==> src/rtl/control_unit_if.sv <==
// Control bus between the control unit and the datapath:
// IR/condition/memory status in, register and datapath strobes out.
interface control_unit_if;
    logic [31:0] ir;
    logic        con;
    logic        mem_rdy;

    logic        Gra;
    logic        Grb;
    logic        Grc;
    logic        Rin;
    logic        Rout;
    logic        BAout;

    logic        PCout;
    logic        PCin;
    logic        IncPC;
    logic        IRin;
    logic        MARin;
    logic        MDRin;
    logic        MDRout;
    logic        MDRread;
    logic        wren;

    logic        Yin;
    logic        Zlowin;
    logic        Zhighin;
    logic        ZLowout;
    logic        ZHighout;
    logic        HIout;
    logic        LOout;
    logic        Cout;
    logic        InPortout;
    logic        OPin;
    logic        conffin;

    logic [3:0]  ALUselect;
    logic        run;

    modport master (
        input  ir, con, mem_rdy,
        output Gra, Grb, Grc, Rin, Rout, BAout,
        output PCout, PCin, IncPC, IRin, MARin, MDRin, MDRout, MDRread, wren,
        output Yin, Zlowin, Zhighin, ZLowout, ZHighout, HIout, LOout,
        output Cout, InPortout, OPin, conffin,
        output ALUselect, run
    );

    modport slave (
        output ir, con, mem_rdy,
        input  Gra, Grb, Grc, Rin, Rout, BAout,
        input  PCout, PCin, IncPC, IRin, MARin, MDRin, MDRout, MDRread, wren,
        input  Yin, Zlowin, Zhighin, ZLowout, ZHighout, HIout, LOout,
        input  Cout, InPortout, OPin, conffin,
        input  ALUselect, run
    );
endinterface

==> src/rtl/control_unit.sv <==
// Moore control sequencer: fetch T0-T2, opcode-specific execute T3-T7,
// with memory wait states in T1, ld-T6 and st-T7.
module control_unit (
    input  logic           clk,
    input  logic           clr,
    control_unit_if.master bus
);

    typedef enum logic [3:0] {
        S_RST, S_T0, S_T1, S_T2, S_T3,
        S_T4, S_T5, S_T6, S_T7, S_HALT
    } state_e;

    localparam logic [4:0] OP_LD   = 5'b00000;
    localparam logic [4:0] OP_LDI  = 5'b00001;
    localparam logic [4:0] OP_ST   = 5'b00010;
    localparam logic [4:0] OP_ADD  = 5'b00011;
    localparam logic [4:0] OP_SUB  = 5'b00100;
    localparam logic [4:0] OP_AND  = 5'b00101;
    localparam logic [4:0] OP_OR   = 5'b00110;
    localparam logic [4:0] OP_ADDI = 5'b01100;
    localparam logic [4:0] OP_ANDI = 5'b01101;
    localparam logic [4:0] OP_ORI  = 5'b01110;
    localparam logic [4:0] OP_BR   = 5'b10011;
    localparam logic [4:0] OP_JAL  = 5'b10100;
    localparam logic [4:0] OP_JR   = 5'b10101;
    localparam logic [4:0] OP_IN   = 5'b10110;
    localparam logic [4:0] OP_OUT  = 5'b10111;
    localparam logic [4:0] OP_MFLO = 5'b11000;
    localparam logic [4:0] OP_MFHI = 5'b11001;
    localparam logic [4:0] OP_HALT = 5'b11011;

    state_e     state_q, state_d;
    logic [4:0] op;

    logic is_alu, is_imm, is_ldi, is_ld, is_st, is_br;
    logic is_jr, is_jal, is_in, is_out, is_mflo, is_mfhi, is_halt;
    logic [3:0] alu_sel;

    assign op = bus.ir[31:27];

    always_comb begin
        is_alu  = 1'b0;
        is_imm  = 1'b0;
        is_ldi  = 1'b0;
        is_ld   = 1'b0;
        is_st   = 1'b0;
        is_br   = 1'b0;
        is_jr   = 1'b0;
        is_jal  = 1'b0;
        is_in   = 1'b0;
        is_out  = 1'b0;
        is_mflo = 1'b0;
        is_mfhi = 1'b0;
        is_halt = 1'b0;
        alu_sel = 4'd0;
        case (op)
            OP_LD:   is_ld = 1'b1;
            OP_LDI:  is_ldi = 1'b1;
            OP_ST:   is_st = 1'b1;
            OP_ADD:  begin is_alu = 1'b1; alu_sel = 4'd0; end
            OP_SUB:  begin is_alu = 1'b1; alu_sel = 4'd1; end
            OP_AND:  begin is_alu = 1'b1; alu_sel = 4'd2; end
            OP_OR:   begin is_alu = 1'b1; alu_sel = 4'd3; end
            OP_ADDI: begin is_imm = 1'b1; alu_sel = 4'd0; end
            OP_ANDI: begin is_imm = 1'b1; alu_sel = 4'd2; end
            OP_ORI:  begin is_imm = 1'b1; alu_sel = 4'd3; end
            OP_BR:   is_br = 1'b1;
            OP_JAL:  is_jal = 1'b1;
            OP_JR:   is_jr = 1'b1;
            OP_IN:   is_in = 1'b1;
            OP_OUT:  is_out = 1'b1;
            OP_MFLO: is_mflo = 1'b1;
            OP_MFHI: is_mfhi = 1'b1;
            OP_HALT: is_halt = 1'b1;
            default: ;
        endcase
    end

    always_comb begin
        state_d = S_RST;
        case (state_q)
            S_RST:  state_d = S_T0;
            S_T0:   state_d = S_T1;
            S_T1:   state_d = bus.mem_rdy ? S_T2 : S_T1;
            S_T2:   state_d = S_T3;
            S_T3: begin
                if (is_halt)
                    state_d = S_HALT;
                else if (is_alu || is_imm || is_ldi || is_ld ||
                         is_st || is_br || is_jal)
                    state_d = S_T4;
                else
                    state_d = S_T0;
            end
            S_T4: begin
                if (is_alu || is_imm || is_ldi || is_ld || is_st || is_br)
                    state_d = S_T5;
                else
                    state_d = S_T0;
            end
            S_T5:   state_d = (is_ld || is_st || is_br) ? S_T6 : S_T0;
            S_T6: begin
                if (is_ld)
                    state_d = bus.mem_rdy ? S_T7 : S_T6;
                else if (is_st)
                    state_d = S_T7;
                else
                    state_d = S_T0;
            end
            S_T7:   state_d = (is_st && !bus.mem_rdy) ? S_T7 : S_T0;
            S_HALT: state_d = S_HALT;
            default: state_d = S_RST;
        endcase
    end

    always_ff @(posedge clk) begin
        if (clr)
            state_q <= S_RST;
        else
            state_q <= state_d;
    end

    // Pure Moore decode: state plus current opcode (and con for br-T6)
    always_comb begin
        bus.Gra       = 1'b0;
        bus.Grb       = 1'b0;
        bus.Grc       = 1'b0;
        bus.Rin       = 1'b0;
        bus.Rout      = 1'b0;
        bus.BAout     = 1'b0;
        bus.PCout     = 1'b0;
        bus.PCin      = 1'b0;
        bus.IncPC     = 1'b0;
        bus.IRin      = 1'b0;
        bus.MARin     = 1'b0;
        bus.MDRin     = 1'b0;
        bus.MDRout    = 1'b0;
        bus.MDRread   = 1'b0;
        bus.wren      = 1'b0;
        bus.Yin       = 1'b0;
        bus.Zlowin    = 1'b0;
        bus.Zhighin   = 1'b0;
        bus.ZLowout   = 1'b0;
        bus.ZHighout  = 1'b0;
        bus.HIout     = 1'b0;
        bus.LOout     = 1'b0;
        bus.Cout      = 1'b0;
        bus.InPortout = 1'b0;
        bus.OPin      = 1'b0;
        bus.conffin   = 1'b0;
        bus.ALUselect = 4'd0;
        bus.run       = (state_q != S_RST) && (state_q != S_HALT);
        case (state_q)
            S_T0: begin
                bus.PCout = 1'b1;
                bus.MARin = 1'b1;
                bus.IncPC = 1'b1;
            end
            S_T1: begin
                bus.MDRread = 1'b1;
                bus.MDRin   = 1'b1;
            end
            S_T2: begin
                bus.MDRout = 1'b1;
                bus.IRin   = 1'b1;
            end
            S_T3: begin
                if (is_alu || is_imm) begin
                    bus.Grb  = 1'b1;
                    bus.Rout = 1'b1;
                    bus.Yin  = 1'b1;
                end else if (is_ldi || is_ld || is_st) begin
                    bus.Grb   = 1'b1;
                    bus.BAout = 1'b1;
                    bus.Yin   = 1'b1;
                end else if (is_br) begin
                    bus.Gra     = 1'b1;
                    bus.Rout    = 1'b1;
                    bus.conffin = 1'b1;
                end else if (is_jr) begin
                    bus.Gra  = 1'b1;
                    bus.Rout = 1'b1;
                    bus.PCin = 1'b1;
                end else if (is_jal) begin
                    bus.PCout = 1'b1;
                    bus.Grb   = 1'b1;
                    bus.Rin   = 1'b1;
                end else if (is_in) begin
                    bus.InPortout = 1'b1;
                    bus.Gra       = 1'b1;
                    bus.Rin       = 1'b1;
                end else if (is_out) begin
                    bus.Gra  = 1'b1;
                    bus.Rout = 1'b1;
                    bus.OPin = 1'b1;
                end else if (is_mfhi) begin
                    bus.HIout = 1'b1;
                    bus.Gra   = 1'b1;
                    bus.Rin   = 1'b1;
                end else if (is_mflo) begin
                    bus.LOout = 1'b1;
                    bus.Gra   = 1'b1;
                    bus.Rin   = 1'b1;
                end
            end
            S_T4: begin
                if (is_alu) begin
                    bus.Grc       = 1'b1;
                    bus.Rout      = 1'b1;
                    bus.ALUselect = alu_sel;
                    bus.Zlowin    = 1'b1;
                end else if (is_imm || is_ldi || is_ld || is_st) begin
                    bus.Cout      = 1'b1;
                    bus.ALUselect = alu_sel;
                    bus.Zlowin    = 1'b1;
                end else if (is_br) begin
                    bus.PCout = 1'b1;
                    bus.Yin   = 1'b1;
                end else if (is_jal) begin
                    bus.Gra  = 1'b1;
                    bus.Rout = 1'b1;
                    bus.PCin = 1'b1;
                end
            end
            S_T5: begin
                if (is_alu || is_imm || is_ldi) begin
                    bus.ZLowout = 1'b1;
                    bus.Gra     = 1'b1;
                    bus.Rin     = 1'b1;
                end else if (is_ld || is_st) begin
                    bus.ZLowout = 1'b1;
                    bus.MARin   = 1'b1;
                end else if (is_br) begin
                    bus.Cout   = 1'b1;
                    bus.Zlowin = 1'b1;
                end
            end
            S_T6: begin
                if (is_ld) begin
                    bus.MDRread = 1'b1;
                    bus.MDRin   = 1'b1;
                end else if (is_st) begin
                    bus.Gra   = 1'b1;
                    bus.Rout  = 1'b1;
                    bus.MDRin = 1'b1;
                end else if (is_br) begin
                    bus.ZLowout = 1'b1;
                    bus.PCin    = bus.con;
                end
            end
            S_T7: begin
                if (is_ld) begin
                    bus.MDRout = 1'b1;
                    bus.Gra    = 1'b1;
                    bus.Rin    = 1'b1;
                end else if (is_st) begin
                    bus.wren = 1'b1;
                end
            end
            default: ;
        endcase
    end

endmodule

==> src/flat_wrapper.sv <==
// flat-port wrapper written by rule: the top's interface ports become plain ports
module control_unit_flat 
  (clk, clr, bus_ir, bus_con, bus_mem_rdy, bus_Gra, bus_Grb, bus_Grc, bus_Rin, bus_Rout, bus_BAout, bus_PCout, bus_PCin, bus_IncPC, bus_IRin, bus_MARin, bus_MDRin, bus_MDRout, bus_MDRread, bus_wren, bus_Yin, bus_Zlowin, bus_Zhighin, bus_ZLowout, bus_ZHighout, bus_HIout, bus_LOout, bus_Cout, bus_InPortout, bus_OPin, bus_conffin, bus_ALUselect, bus_run);
  control_unit_if bus_i ();
  input  logic clk;
  input  logic clr;
  input wire logic [$bits(bus_i.ir)-1:0] bus_ir;
  input wire logic [$bits(bus_i.con)-1:0] bus_con;
  input wire logic [$bits(bus_i.mem_rdy)-1:0] bus_mem_rdy;
  output wire logic [$bits(bus_i.Gra)-1:0] bus_Gra;
  output wire logic [$bits(bus_i.Grb)-1:0] bus_Grb;
  output wire logic [$bits(bus_i.Grc)-1:0] bus_Grc;
  output wire logic [$bits(bus_i.Rin)-1:0] bus_Rin;
  output wire logic [$bits(bus_i.Rout)-1:0] bus_Rout;
  output wire logic [$bits(bus_i.BAout)-1:0] bus_BAout;
  output wire logic [$bits(bus_i.PCout)-1:0] bus_PCout;
  output wire logic [$bits(bus_i.PCin)-1:0] bus_PCin;
  output wire logic [$bits(bus_i.IncPC)-1:0] bus_IncPC;
  output wire logic [$bits(bus_i.IRin)-1:0] bus_IRin;
  output wire logic [$bits(bus_i.MARin)-1:0] bus_MARin;
  output wire logic [$bits(bus_i.MDRin)-1:0] bus_MDRin;
  output wire logic [$bits(bus_i.MDRout)-1:0] bus_MDRout;
  output wire logic [$bits(bus_i.MDRread)-1:0] bus_MDRread;
  output wire logic [$bits(bus_i.wren)-1:0] bus_wren;
  output wire logic [$bits(bus_i.Yin)-1:0] bus_Yin;
  output wire logic [$bits(bus_i.Zlowin)-1:0] bus_Zlowin;
  output wire logic [$bits(bus_i.Zhighin)-1:0] bus_Zhighin;
  output wire logic [$bits(bus_i.ZLowout)-1:0] bus_ZLowout;
  output wire logic [$bits(bus_i.ZHighout)-1:0] bus_ZHighout;
  output wire logic [$bits(bus_i.HIout)-1:0] bus_HIout;
  output wire logic [$bits(bus_i.LOout)-1:0] bus_LOout;
  output wire logic [$bits(bus_i.Cout)-1:0] bus_Cout;
  output wire logic [$bits(bus_i.InPortout)-1:0] bus_InPortout;
  output wire logic [$bits(bus_i.OPin)-1:0] bus_OPin;
  output wire logic [$bits(bus_i.conffin)-1:0] bus_conffin;
  output wire logic [$bits(bus_i.ALUselect)-1:0] bus_ALUselect;
  output wire logic [$bits(bus_i.run)-1:0] bus_run;
  assign bus_i.ir = bus_ir;
  assign bus_i.con = bus_con;
  assign bus_i.mem_rdy = bus_mem_rdy;
  assign bus_Gra = bus_i.Gra;
  assign bus_Grb = bus_i.Grb;
  assign bus_Grc = bus_i.Grc;
  assign bus_Rin = bus_i.Rin;
  assign bus_Rout = bus_i.Rout;
  assign bus_BAout = bus_i.BAout;
  assign bus_PCout = bus_i.PCout;
  assign bus_PCin = bus_i.PCin;
  assign bus_IncPC = bus_i.IncPC;
  assign bus_IRin = bus_i.IRin;
  assign bus_MARin = bus_i.MARin;
  assign bus_MDRin = bus_i.MDRin;
  assign bus_MDRout = bus_i.MDRout;
  assign bus_MDRread = bus_i.MDRread;
  assign bus_wren = bus_i.wren;
  assign bus_Yin = bus_i.Yin;
  assign bus_Zlowin = bus_i.Zlowin;
  assign bus_Zhighin = bus_i.Zhighin;
  assign bus_ZLowout = bus_i.ZLowout;
  assign bus_ZHighout = bus_i.ZHighout;
  assign bus_HIout = bus_i.HIout;
  assign bus_LOout = bus_i.LOout;
  assign bus_Cout = bus_i.Cout;
  assign bus_InPortout = bus_i.InPortout;
  assign bus_OPin = bus_i.OPin;
  assign bus_conffin = bus_i.conffin;
  assign bus_ALUselect = bus_i.ALUselect;
  assign bus_run = bus_i.run;
  control_unit u_core (.clk(clk), .clr(clr), .bus(bus_i));
endmodule
==> config.mk <==
export PLATFORM = sky130hd
export DESIGN_NAME = control_unit_flat
export DESIGN_NICKNAME = d
export VERILOG_FILES = /design/src/rtl/control_unit_if.sv /design/src/rtl/control_unit.sv /design/src/flat_wrapper.sv
export SDC_FILE = /design/constraint.sdc
export NUM_CORES = 1
export LEC_CHECK = 0
export CELL_PAD_IN_SITES_DETAIL_PLACEMENT = 1
export CELL_PAD_IN_SITES_GLOBAL_PLACEMENT = 1
export CORE_MARGIN = 2
export CORE_UTILIZATION = 24
export CTS_CLUSTER_DIAMETER = 120
export DETAILED_ROUTE_END_ITERATION = 8
export GPL_TIMING_DRIVEN = 0
export PLACE_DENSITY = 0.86
export SLEW_MARGIN = 10
export SYNTH_ARGS = -nofsm -noshare
export SYNTH_HDL_FRONTEND = slang
export SYNTH_SLANG_ARGS = --single-unit
==> constraint.sdc <==
create_clock -name clk -period 4.2 [get_ports clk]
set_input_delay 0.84 -clock clk [delete_from_list [all_inputs] [get_ports clk]]
set_output_delay 0.84 -clock clk [all_outputs]
set_load 0.05 [all_outputs]
==> out/results.ini <==
[status]
outcome=completed

[sta]
post-route-period-util=0.959
slew_violations=0
setup_viol=0
clock_skew_ns=0.0000876
grt_setup_unrepaired=no
fin_setup_tns_ns=0
max_freq_mhz=248
finalHoldViolCount=0
min_period_ns=4.03
tightestPinTransition_ns=0.519
slew_headroom=0.649

[route]
drt_iter0_drc=43
num_vias=1218
post_drt_wl_per_cell_um=15.0
drc=0
drt-pass1-iter-count=4
via_per_inst=5.27
drt-total-wl_mm=3.47
postRouteAntennaNets=0

[hold_path]
hp-class=reg2reg

[worst_setup_path]
cp_top_family=buffers and inverters
critPathKind=in2out
critPathMaxStageDelay_ns=0.79
crit_chain=clkdlybuf4s50_1 > buf_6 > nor4b_1 > nand3_1 > nand2_1 > or3b_1 > clkdlybuf4s50_1
path_buf_inv=3
critical_path_arrival_ns=3.19
startpoint_type=input pin
cp-end-kind=primary output
r2r_setup_slack_ns=2.61
crit_path_frequent_cell=clkdlybuf4s50_1
critPathSlowestCell=clkdlybuf4s50_1
crit_fanout=10
required_ns=3.36

[yosys]
synthArstFlopShare=0
ys_seq_area_frac=0.0837
ys_seq_elements=4
synth_top_area_frac=0.0837
ys.warnings.count=0
synth_top_area_cell=dfxtp_1
synth.avg_cell_area_um2=6.65
netlist_area_um2=957
syn-instance-count=144
synth_top_flop_cell=dfxtp_1
synth_most_common_cell=o21ai_0
netlist-cell-type-count=50
synth_edf_count=0
synthTopCellsByCount=o21ai_0, nand2_1, nor2_1
synth_area_leaders=dfxtp_1, o21ai_0, nand2_1, nand2b_1, nor2_1

[clock_network]
cts-buffers-inserted=3
htree_levels=1
cts-root-buf=clkbuf_8
clk_transition_reported_paths_ns=0.03
clock_latency_ns=0.22
clock-sinks=4
clockBufferDepth=2
cts_tree=done
cts_setup_buffers=0

[power_and_ir_drop]
cellPowerDensity_mw_per_mm2=211
total_power_w=0.000299
p_leak_nw=0.612
ir_drop_uv=120

[place]
io_buffers=33
globalplace.congestion=0.865
dp_hpwl_mm=2.70

[floorplan]
io_pins=67
dieArea_mm2=0.00451
fp.dieW_um=67.2
rows=22
initial_core_util=0.256
core_area_mm2=0.00374
die_h_um=67.2

[cells_and_area]
area_growth_pct=48.2
nets=221
fillers=490
largestRegisters=u_core.state_q x4
drive_gt1_frac=0.131
largest_reg_flops=4
top_register=u_core.state_q
n_antenna_cell=0

[global_routing]
overflow=0
grt_pass1_vias=1179
track_usage=0.165
grt_max_degree=11
grt_first_pass_wirelength_mm=5.68
antenna_found_initial=0

[job]
max_cap_violations=0

-- repair_timing --
action,4_1_cts,5_1_grt
resized for setup,0,5
hold buffers,0,0
endpoints found under the setup margin,0,5
-- cell families after synthesis --
kind of cell	share of synthesized area
AO/OA/AOI/OAI	0.295
AND/OR/NAND/NOR	0.450
flip-flops	0.0837
other	0.00392
XOR/XNOR	0.0275
buffers and inverters	0.128
multiplexers	0.0118
-- worst paths after layout --
kind,cells past startpoint,from,to
max,7,bus_ir[29],bus_Rout
min,3,u_core.state_q[3],u_core.state_q[2]
max reg2reg,5,u_core.state_q[0],u_core.state_q[3]
min reg2reg,3,u_core.state_q[3],u_core.state_q[2]
-- cell type report --
cell class                 count  area [µm²]  area share
tap                           48        60.1      0.0423
clock buffer                   3        41.3      0.0291
inverter                       4        15.0      0.0106
sequential                     4        80.1      0.0564
timing repair buffer          33         343       0.242
buffer                        18         108      0.0758
multi-input combinational    121         772       0.544
-- where the power goes --
part | internal (W) | switching [W]
clock | 0.0000611 | 0.0000195
sequential | 0.0000419 | 0.00000438
combinational | 0.0000597 | 0.000112
-- cell usage in the layout (no fill, tap or decap), types with 4 or more instances in the layout --
| master | n |
|---|---|
| nor2_1 | 11 |
| o21ai_0 | 13 |
| inv_1 | 4 |
| conb_1 | 4 |
| nand2_1 | 12 |
| buf_4 | 4 |
| clkdlybuf4s50_1 | 28 |
| nand2b_1 | 7 |
| buf_2 | 8 |
| o22ai_1 | 4 |
| nand3_1 | 8 |
| nor3_1 | 4 |
| dfxtp_1 | 4 |
| dlymetal6s2s_1 | 5 |
| a21oi_1 | 5 |
-- metal layers --
metal	GRT usage	vias to the layer above	routed length, µm
met2	0.261	44	1630
li1	-	609	-
met5	0	-	0
met3	0.0317	2	183
met1	0.227	563	1630
met4	0.0485	0	23
-- metrics by stage --
step,util,cell area (µm²),instances,setup slack [ns],hold WS (ns)
3_3_place_gp,0.365,1370,228,0.0749,0.698
6_report,0.379,1420,231,0.171,0.736
3_5_place_dp,0.365,1370,228,0.0895,0.723
2_1_floorplan,-,975,147,0.453,0.594
5_1_grt,0.379,1420,231,0.0291,0.795
4_1_cts,0.376,1410,231,0.0713,0.726
-- worst reg2reg max path, stage by stage, from the launching register on --
cell and delay, ns:
dfxtp_1 0.30, buf_2 0.17, nor4b_1 0.38, and2_1 0.33, nand4_1 0.14, a31oi_1 0.20
Power figures use the tool's default switching activity.
